<file path="src/rtl/md_seq_ctrl.sv">
// -----------------------------------------------------------------------------
// md_seq_ctrl
//
// Sequencer for the multi-cycle MULT/MULTU/DIV/DIVU datapath in the EX stage.
// The sequencer does the following:
//   - It drives the iterative divider (load + per-iteration step) and the
//     pipelined multiplier enable.
//   - It holds md_stall while an operation runs.
//   - It pulses hilo_wen once the result is ready.
// An exception or flush (exc_oc) aborts an in-flight operation. An aborted
// operation never writes HI/LO.
//
// Optional feature macro: MD_DIV0_SKIP_EN
//   Defined     : a divide whose divisor is zero skips the iterations. It goes
//                 from IDLE straight to DONE after a single load cycle.
//   Not defined : ex_div_zero is ignored, and divide-by-zero runs all
//                 DIV_ITERS iterations.
//
// Parameters
//   DIV_ITERS  divider iterations (radix-2, one per cycle), >= 2
//   MUL_LAT    multiplier pipeline depth in cycles, >= 1
//   CNT_W      iteration counter width, holds max(DIV_ITERS, MUL_LAT)-1
//
// Ports
//   clk          in   core clock, rising edge
//   reset        in   asynchronous, active-high reset
//   ex_valid     in   EX holds a valid instruction
//   ex_mul_req   in   EX instruction is MULT/MULTU
//   ex_div_req   in   EX instruction is DIV/DIVU
//   ex_div_zero  in   divisor operand == 0 (only with MD_DIV0_SKIP_EN)
//   exc_oc       in   exception/flush occurs this cycle
//   md_stall     out  freeze IF/ID and ID/EX, bubble EX/MEM
//   md_busy      out  sequencer not in IDLE
//   div_load     out  1-cycle pulse, divider latches its operands
//   div_step     out  divider performs one iteration
//   mul_en       out  advance the multiplier pipeline
//   hilo_wen     out  1-cycle pulse, commit the result to HI/LO
//   md_cnt       out  current iteration count (debug/visibility)
// -----------------------------------------------------------------------------
module md_seq_ctrl #(
  parameter int unsigned DIV_ITERS = 32,
  parameter int unsigned MUL_LAT   = 2,
  parameter int unsigned CNT_W     = 6
) (
  input  logic             clk,
  input  logic             reset,
  input  logic             ex_valid,
  input  logic             ex_mul_req,
  input  logic             ex_div_req,
  input  logic             ex_div_zero,
  input  logic             exc_oc,
  output logic             md_stall,
  output logic             md_busy,
  output logic             div_load,
  output logic             div_step,
  output logic             mul_en,
  output logic             hilo_wen,
  output logic [CNT_W-1:0] md_cnt
);

  // ---------------------------------------------------------------------------
  // State encoding
  // ---------------------------------------------------------------------------
  localparam logic [1:0] ST_IDLE = 2'd0;
  localparam logic [1:0] ST_MUL  = 2'd1;
  localparam logic [1:0] ST_DIV  = 2'd2;
  localparam logic [1:0] ST_DONE = 2'd3;

  // Final counter value of each operation. The count is compared before it
  // is incremented, so the counter stops at these values and never wraps.
  localparam logic [CNT_W-1:0] DIV_LAST = CNT_W'(DIV_ITERS - 1);
  localparam logic [CNT_W-1:0] MUL_LAST = CNT_W'(MUL_LAT - 1);
  localparam logic [CNT_W-1:0] CNT_ONE  = CNT_W'(1);

  // ---------------------------------------------------------------------------
  // Registers and next-state wires
  // ---------------------------------------------------------------------------
  logic [1:0]       r_state;
  logic [CNT_W-1:0] r_cnt;

  logic [1:0]       w_state_nxt;
  logic [CNT_W-1:0] w_cnt_nxt;

  logic             w_go;
  logic             w_start_div;
  logic             w_start_mul;
  logic             w_div0_skip;

  logic             w_stall;
  logic             w_div_load;
  logic             w_div_step;
  logic             w_mul_en;
  logic             w_hilo_wen;

  // ---------------------------------------------------------------------------
  // Start decode (only used in IDLE)
  // ---------------------------------------------------------------------------
  // The state register is already IDLE while reset is held. Without the
  // reset gate, a pending request would still raise div_load, mul_en and
  // md_stall combinationally during reset.
  assign w_go = ex_valid & (ex_mul_req | ex_div_req) & ~exc_oc & ~reset;

  // When both requests are high (an illegal encoding), DIV wins.
  assign w_start_div = w_go & ex_div_req;
  assign w_start_mul = w_go & ~ex_div_req;

`ifdef MD_DIV0_SKIP_EN
  // A zero divisor skips the iterations. HI/LO then takes the divider's
  // load-state value, which is architecturally undefined.
  assign w_div0_skip = ex_div_zero;
`else
  // The divisor-zero flag is deliberately ignored, so divide-by-zero runs
  // all iterations.
  assign w_div0_skip = 1'b0 & ex_div_zero;
`endif

  // ---------------------------------------------------------------------------
  // Next-state and output decode
  // ---------------------------------------------------------------------------
  always_comb begin
    // NOTE: every signal written here is given a default first. Otherwise a
    // path that skips an assignment would infer a latch.
    w_state_nxt = r_state;
    w_cnt_nxt   = r_cnt;
    w_stall     = 1'b0;
    w_div_load  = 1'b0;
    w_div_step  = 1'b0;
    w_mul_en    = 1'b0;
    w_hilo_wen  = 1'b0;

    case (r_state)
      ST_IDLE: begin
        if (w_start_div) begin
          w_div_load  = 1'b1;
          w_stall     = 1'b1;
          w_cnt_nxt   = '0;
          w_state_nxt = w_div0_skip ? ST_DONE : ST_DIV;
        end else if (w_start_mul) begin
          w_mul_en    = 1'b1;
          w_stall     = 1'b1;
          w_cnt_nxt   = '0;
          w_state_nxt = ST_MUL;
        end
      end

      ST_DIV: begin
        // A flush aborts the op. Stall and step still hold for this cycle.
        w_div_step = 1'b1;
        w_stall    = 1'b1;
        if (exc_oc) begin
          w_state_nxt = ST_IDLE;
          w_cnt_nxt   = '0;
        end else if (r_cnt == DIV_LAST) begin
          w_state_nxt = ST_DONE;
        end else begin
          w_cnt_nxt = r_cnt + CNT_ONE;
        end
      end

      ST_MUL: begin
        w_mul_en = 1'b1;
        w_stall  = 1'b1;
        if (exc_oc) begin
          w_state_nxt = ST_IDLE;
          w_cnt_nxt   = '0;
        end else if (r_cnt == MUL_LAST) begin
          w_state_nxt = ST_DONE;
        end else begin
          w_cnt_nxt = r_cnt + CNT_ONE;
        end
      end

      ST_DONE: begin
        // EX advances on this edge. The request that started the op may still
        // be high, so DONE always returns to IDLE and never restarts directly.
        w_hilo_wen  = ~exc_oc;
        w_cnt_nxt   = '0;
        w_state_nxt = ST_IDLE;
      end

      default: begin
        w_state_nxt = ST_IDLE;
        w_cnt_nxt   = '0;
      end
    endcase
  end

  // ---------------------------------------------------------------------------
  // State and counter registers
  // ---------------------------------------------------------------------------
  always_ff @(posedge clk or posedge reset) begin
    // NOTE: sequential state uses non-blocking assignments, so every register
    // samples the pre-edge values regardless of statement order.
    if (reset) begin
      r_state <= ST_IDLE;
      r_cnt   <= '0;
    end else begin
      r_state <= w_state_nxt;
      r_cnt   <= w_cnt_nxt;
    end
  end

  // ---------------------------------------------------------------------------
  // Outputs
  // ---------------------------------------------------------------------------
  assign md_stall = w_stall;
  assign md_busy  = (r_state != ST_IDLE);
  assign div_load = w_div_load;
  assign div_step = w_div_step;
  assign mul_en   = w_mul_en;
  assign hilo_wen = w_hilo_wen;
  assign md_cnt   = r_cnt;

endmodule

</file>
<file path="config.mk">
export PLATFORM = sky130hd
export DESIGN_NAME = md_seq_ctrl
export DESIGN_NICKNAME = d
export VERILOG_FILES = /design/src/rtl/md_seq_ctrl.sv
export SDC_FILE = /design/constraint.sdc
export NUM_CORES = 1
export LEC_CHECK = 0
export ABC_AREA = 1
export CORE_MARGIN = 8
export CORE_UTILIZATION = 40
export CTS_CLUSTER_SIZE = 28
export DETAILED_ROUTE_END_ITERATION = 12
export DONT_BUFFER_PORTS = 1
export GPL_ROUTABILITY_DRIVEN = 0
export PLACE_DENSITY = 0.61
export SETUP_SLACK_MARGIN = 0.2
export SYNTH_ARGS = -nofsm -noshare
export SYNTH_HDL_FRONTEND = slang
export SYNTH_SLANG_ARGS = --single-unit
</file>
<file path="constraint.sdc">
create_clock -name clk -period 2.5 [get_ports clk]
set_input_delay 0.625 -clock clk [delete_from_list [all_inputs] [get_ports clk]]
set_output_delay 0.625 -clock clk [all_outputs]
set_load 0.05 [all_outputs]
</file>
## After elaboration in Yosys (flattened, before gate mapping)

Index checks and enable logic that the tools add are counted.

- Reduce and logical (&&, ||, !) cells: 5
- Add/subtract/negate cells: 1
- Muxes and demuxes: 23
- Bitwise operators: 9
- Equality and inequality tests: 10

Operators with widths:

| operator | number |
|---|---|
| $mux W6 | 6 |
| $pmux W6 S4 | 1 |
| $ne A3 B3 Y1 const B | 5 |
| $mux W2 | 6 |
| $pmux W2 S4 | 1 |
| $mux W1 | 7 |
| $add A6 B1 Y6 const B | 1 |
| $eq A6 B1 Y1 const B | 1 |
| $eq A6 B5 Y1 const B | 1 |
| $reduce_and A3 Y1 | 2 |
| $and A1 B1 Y1 | 5 |
| $eq A2 B2 Y1 const B | 2 |
| $pmux W1 S2 | 2 |
| $not A1 Y1 | 3 |
| $eq A2 B1 Y1 const B | 1 |
| $logic_not A2 Y1 | 1 |
| $reduce_bool A2 Y1 | 1 |
| $reduce_or A2 Y1 | 1 |
| $or A1 B1 Y1 | 1 |

- Word-level logic and storage cells: 50
- Output and inout port bits: 12
- Flip-flop bits (word level): 8
- Bits of input ports: 7

## Logic depth before layout (Yosys ltp)

- Depth after elaboration: 8
- Gate-level depth with buffers: 9
- Depth with buffers taken out: 9

## Worst setup path after synthesis

Ideal clock, no wire load.

- Path kind: in2out
- From: input exc_oc
- To: output md_stall
- Arrival time: 1754 ps
- Data required time: 1875 ps
- Buffers on the path: 0
- Path slack: 121 ps
- Stages: 5
- Cells stage by stage: inv_2 -> nand2_2 -> nor2_4 -> nand3_1 -> a21oi_1

- Cells in the longest elaborated chain, start to end: 7
- Elaborated cells on any way between the ends: 8
- Those cells by class: mux: 3; bitwise: 5

Ends and longest elaborated chain:

| element | line | text |
|---|---|---|
| from (decl) | 51 | `input logic exc_oc,` |
| $not A1 Y1 * | 101 | `assign w_go = ex_valid & (ex_mul_req \| ex_div_req) & ~exc_oc & ~reset;` |
| $and A1 B1 Y1 * (2 in series) | 101 |  |
| $and A1 B1 Y1 | 105 | `assign w_start_mul = w_go & ~ex_div_req;` |
| $mux W1 | 138 | `end else if (w_start_mul) begin` |
| $mux W1 * | 133 | `if (w_start_div) begin` |
| $pmux W1 S2 * | 131 | `case (r_state)` |
| to (decl) | 52 | `output logic md_stall,` |

Mark *: on every way between the ends. The rest lies on a longest branch, timed or not.

## Final worst setup path

- From: register r_state[0]
- To: output div_load

- Cells in the longest elaborated chain, start to end: 2

Ends and longest elaborated chain:

| element | line | text |
|---|---|---|
| from (decl) | 78 | `logic [1:0] r_state;` |
| from (signal assigned) | 198 | `r_state <= w_state_nxt;` |
| $logic_not A2 Y1 | 131 |  |
| $mux W1 | 131 |  |
| to (decl) | 54 | `output logic div_load,` |

No other way between the ends.

==> flow_summary.rst <==
.. list-table::
   :header-rows: 1

   * - Metric
     - Value
   * - Number of synthesized register bits
     - 8
   * - First-pass GRT wire length
     - around 2.7 mm
   * - Clock Tree Root
     - sky130_fd_sc_hd__clkbuf_4
   * - Total wirelength of the detailed-routed design
     - between 1.5 and 2 mm
   * - Outcome
     - complete, no violations
   * - Endpoint class of the critical path
     - output pin
   * - Count of H-tree levels built during CTS
     - 1
   * - Number of vias per cell
     - 4.85
   * - Remaining antenna violation count after routing
     - 0
   * - Placed standard-cell area
     - ~830 µm²
   * - End point of the critical path
     - div_load
   * - TNS Setup
     - 0 ns
   * - Share of total power in sequential cells
     - a little over a fifth
   * - Post-synthesis average cell area
     - 6.82 µm²
   * - Clock period minus final worst setup slack
     - between 2 and 2.5 ns
   * - Worst-case clock skew
     - roughly 0.011 ns
   * - Number of buffers added for setup after CTS
     - 0
   * - Setup Viol. Count Final
     - 0
   * - Number of sinks handled by clock tree synthesis
     - 8
   * - Largest fanout on the critical path
     - 5
   * - Highest-count cells in the layout ignoring fill and taps
     - sky130_fd_sc_hd__nand2_1 (30), sky130_fd_sc_hd__nand3_1 (13), sky130_fd_sc_hd__nor2_1 (12), sky130_fd_sc_hd__inv_1 (11), sky130_fd_sc_hd__dfrtp_1 (8)
   * - Floorplan die area
     - about 3500 µm²
   * - Clock share of power
     - roughly 11%
   * - Maximum number of buffers from clock root to sink
     - 2
   * - Clock network latency to the later pin of the worst-skew pair
     - roughly 0.25 ns
   * - Startpoint type of the worst setup path
     - flip-flop
   * - Vertical die dimension
     - ~59 µm
   * - Internal Pwr Total
     - approximately 0.37 mW
   * - Inserted Diodes
     - 0
   * - Most common library cell in the layout ignoring fill and taps
     - sky130_fd_sc_hd__nand2_1
   * - Setup repair after global routing missed its margin
     - no
   * - Kind of path behind the tightest hold check
     - in -> async
   * - Number of instances in the synthesized netlist
     - around 110
   * - Overall power of the completed layout
     - ~0.84 mW
   * - Overall global routing resource usage
     - 9.72%
   * - Arr. time, crit path
     - around 1.6 ns
   * - Final count of hold timing violations
     - 0
   * - Final standard cell area without fillers
     - around 850 µm²
   * - Final max-slew violation count
     - 0
   * - Overall die width
     - roughly 60 µm
   * - Vias in the first global route
     - roughly 610
   * - Wire length per cell
     - ~12 µm
   * - Distinct cells, synth
     - 18
   * - Number of rows in the core area
     - 15
   * - Post-DP HPWL
     - about 1.4 mm
   * - Violation count after the first detailed-route iteration
     - 13
   * - YS warnings
     - 0
   * - Reg clk slew, reported paths
     - roughly 0.06 ns
   * - Max-cap viol count
     - 0
   * - Tightest slew margin relative to the limit
     - between 50% and 60%
   * - Number of nets in the layout
     - between 100 and 150
   * - Antenna violations before repair
     - 0
   * - Register-to-register setup slack
     - ~0.77 ns
   * - Clock tree from TritonCTS
     - built
   * - Fraction of layout instances using a drive strength above 1
     - 23.7%
   * - Sequential fraction of the synthesis area
     - between 20% and 30%
   * - Worst setup path startpoint
     - r_state[0]$_DFFE_PP0P_
   * - Net switching power
     - 0.471 mW
   * - Category of the most critical setup path
     - reg -> out
   * - Power density cells
     - slightly below 1000 nW/µm²
   * - Relative contribution of combinational cells to total power
     - 67.6%
   * - Post-CTS sizing
     - 0
   * - Least-Margin Pin Slew
     - ~0.64 ns
   * - Worst hold margin
     - between 0.2 and 0.25 ns
   * - FMAX
     - ~0.46 GHz
   * - Mapped Area
     - 737 µm²
   * - Global-route congestion overflow total
     - 0
   * - Layout overhead on the synthesized area
     - 15.4%
   * - I/O pin count
     - 19
   * - Startpoint of the most critical register-to-register path
     - r_state[0]$_DFFE_PP0P_
   * - Worst r2r dst
     - md_cnt[1]$_DFFE_PP0P_
   * - Switching part of the total
     - 55.9%
   * - # hold bufs at CTS
     - 0
   * - Initial cell density of the core
     - 42.7%
   * - Standby leakage power
     - 0.439 nW
   * - Count of input and output buffers
     - 0
   * - Pin count of the biggest net entering global routing
     - 10
   * - WP data required
     - 1.88 ns
   * - Net count of the mapped netlist
     - about 120
   * - Standard cell core area
     - 1730 µm²
   * - Total number of vias
     - between 600 and 700
   * - Number of buffers created by CTS
     - 3
   * - Total iterations of the first detailed-routing run
     - 4
   * - DRC violations left
     - 0
   * - Maximum ir drop on the vdd rail
     - around 500 µV
   * - Tcrit/Tclk final
     - a little under 90%
   * - Cell depth of the worst flop-to-flop path
     - 7
==> power by group through the flow <==
stage          combinational (mW)  sequential [mW]  clock (mW)
2_1_floorplan               0.396            0.229           0
3_3_place_gp                0.562            0.178           0
3_5_place_dp                0.573            0.181           0
4_1_cts                     0.575            0.178      0.0992
5_1_grt                     0.611            0.181       0.108
6_report                    0.569            0.178      0.0950
==> per-stage QoR <==
step / util (%) / instances / worst slack, ns
2_1_floorplan: - / 108 / 0.355
3_3_place_gp: 48.0 / 140 / 0.482
3_5_place_dp: 48.0 / 140 / 0.456
4_1_cts: 49.3 / 143 / 0.297
5_1_grt: 49.3 / 143 / 0.221
6_report: 49.3 / 143 / 0.329
==> cells by family (layout without fill, tap and decap cells) <==
logic type | Yosys count | count (layout) | share of synthesized area [%]
flip-flops | 8 | 8 | 27.2
AO/OA/AOI/OAI | 6 | 6 | 4.41
adder cells (fa/ha/maj) | 7 | 7 | 11.9
buffers and inverters | 13 | 23 | 6.62
AND/OR/NAND/NOR | 74 | 74 | 49.9
==> metal layers <==
metal / vias up / GRT usage, % / part of all wire [%]
li1: 367 / - / -
met1: 317 / 10.9 / 45
met2: 10 / 16.7 / 50
met3: 0 / 3.04 / 5.4
met4: 0 / 3.75 / 0
met5: - / 0 / 0
==> registers in the layout (all words and copies together), names as in the netlist <==
name and cells:
md_cnt 6, r_state 2
==> cell usage after synthesis <==
cell / count / share of area (%)
sky130_fd_sc_hd__dfrtp_1: 8 / 27
sky130_fd_sc_hd__o21bai_1: 1 / 1.0
sky130_fd_sc_hd__a21oi_1: 3 / 2.0
sky130_fd_sc_hd__nand3_2: 3 / 4.1
sky130_fd_sc_hd__nor2_1: 12 / 6.1
sky130_fd_sc_hd__nor2_2: 1 / 0.85
sky130_fd_sc_hd__nor2_4: 2 / 3.1
sky130_fd_sc_hd__nand2_1: 30 / 15
sky130_fd_sc_hd__nand2_2: 5 / 4.2
sky130_fd_sc_hd__o21ai_0: 2 / 1.4
sky130_fd_sc_hd__ha_1: 7 / 12
sky130_fd_sc_hd__or2_2: 2 / 1.7
sky130_fd_sc_hd__inv_2: 2 / 1.0
sky130_fd_sc_hd__nand2_4: 1 / 1.5
sky130_fd_sc_hd__and2_1: 1 / 0.85
sky130_fd_sc_hd__nand3_1: 13 / 8.8
sky130_fd_sc_hd__inv_1: 11 / 5.6
sky130_fd_sc_hd__nand4_1: 4 / 3.4
==> worst max-delay path, cell delays in order (launching register included) <==
cell,delay [ns]
sky130_fd_sc_hd__dfrtp_1,0.42
sky130_fd_sc_hd__inv_1,0.10
sky130_fd_sc_hd__ha_1,0.27
sky130_fd_sc_hd__nand4_1,0.16
sky130_fd_sc_hd__inv_1,0.35
==> worst min path at each step <==
stage	cells past startpoint	start	slack (ns)	endpoint
2_1_floorplan	1	reset	0.44	md_cnt[0]$_DFFE_PP0P_
3_3_place_gp	2	md_cnt[0]$_DFFE_PP0P_	0.48	md_cnt[0]$_DFFE_PP0P_
3_5_place_dp	1	reset	0.48	md_cnt[5]$_DFFE_PP0P_
4_1_cts	1	reset	0.21	md_cnt[5]$_DFFE_PP0P_
5_1_grt	1	reset	0.21	md_cnt[5]$_DFFE_PP0P_
6_report	1	reset	0.20	md_cnt[5]$_DFFE_PP0P_
==> layout make-up <==
cell class / instances / area, µm²
inverter: 13 / 48.8
sequential: 8 / 200
fill: 192 / 876
timing repair buffer: 7 / 52.6
tap: 25 / 31.3
multi-input combinational: 87 / 495
clock buffer: 3 / 22.5
No activity file was read; power rests on OpenSTA's default activity.
==> RTL change, RTL diff (config.mk and constraints unchanged) <==
Add a define of `MD_DIV0_SKIP_EN`.
--- a/src/rtl/md_seq_ctrl.sv
+++ b/src/rtl/md_seq_ctrl.sv
@@ -39,2 +39,4 @@
 // -----------------------------------------------------------------------------
+`define MD_DIV0_SKIP_EN
+
 module md_seq_ctrl #(
Behaviour: not the same (a bounded check fails within 4 cycles, from zero or initial values and one cycle with reset high).
==> RTL change against the original RTL <==
Setup slack gained 0.0065 ns; sequential cell count is the same; design area down 5.0%; critical path depth is the same; wire length is essentially flat; synthesized area fell by 3.7%; cell count is 8.4% lower; via count fell by 3.3%; synthesized cell count decreased by 2.8%; combinational power increased by 4.4%; total power increased by 4.1%; largest power group unchanged.
==> RTL change: results (changes against the original RTL) <==
- Post-Syn Instances: 105 (-2.8%)
- Count of multi-input gates: 82 (-5.7%)
- Placed inst area: 783 µm² (-5.4%)
- Post-DP HPWL: 1.34 mm (-1.3%)
- Post-Synth Adder-Cell Area: 0.123 (+0.00461)
- Outcome: completed
- Layout Nets: 130 (-3.0%)
- Ratio of cells with drive above 1 in the final layout: 0.202 (-0.0355)
- Vias in the first global route: 668 (+10%)
- Drt initial violations: 9 (-4)
- Worst slack, placed: 0.476 ns (+0.0198 ns)
- Area of the multi-input gates: 463 µm² (-6.6%)
- List of most frequent post-synthesis cells: nand2_1 (30), inv_1 (14), nand3_1 (14), nor2_1 (14), dfrtp_1 (8)
- Drt total wl: 1.67 mm (about the same)
- VDD IR max: 0.475 mV (-4.8%)
- LEAKAGE: 0.434 nW (-1.1%)
- Worst Skew: 0.00530 ns (-0.00529 ns)
- Top cells by area, synth: dfrtp_1 (28%), nand2_1 (16%), ha_1 (12%)
- Initial DRT Pass Iterations: 6 (+2)
- Non-clock buffer share: 0.0557 (-0.00604)
- Combinational cell power: 0.594 mW (+4.4%)
- Total GRT Usage: 0.113 (+0.0157)
- Area added between synthesis and finish: 13.9%
- Clock-cell share: 0.0279 (+0.00139)
- Pwr Total: 0.876 mW (+4.1%)
[RTL change: cell count changes after synthesis, sizes merged]
| cell | before | now |
|---|---|---|
| nor2 | 15 | 16 |
| and2 | 1 | 0 |
| nand3 | 16 | 15 |
| or2 | 2 | 1 |
| a21oi | 3 | 1 |
| nand4 | 4 | 2 |
| xor2 | 0 | 1 |
| inv | 13 | 15 |
[RTL change: final timing paths]
path | start | endpoint | slack, ns | cells after the start
worst max register to register | r_state[0] | md_cnt[2] | 0.78 | 8
worst min-delay path | reset | md_cnt[5] | 0.21 | 1
max in group asynchronous | reset | md_cnt[1] | 2.03 | 1
worst min register to register | r_state[1] | r_state[1] | 0.57 | 2
worst max-delay path | r_state[0] | div_load | 0.34 | 4
min in group clk | r_state[1] | r_state[1] | 0.57 | 2
[RTL change: routing by layer]
layer,up-vias,wire length (µm),GRT usage
met3,2,117,0.0486
met1,308,721,0.124
met5,-,0,0
li1,349,-,-
met2,12,825,0.182
met4,0,9,0.0559
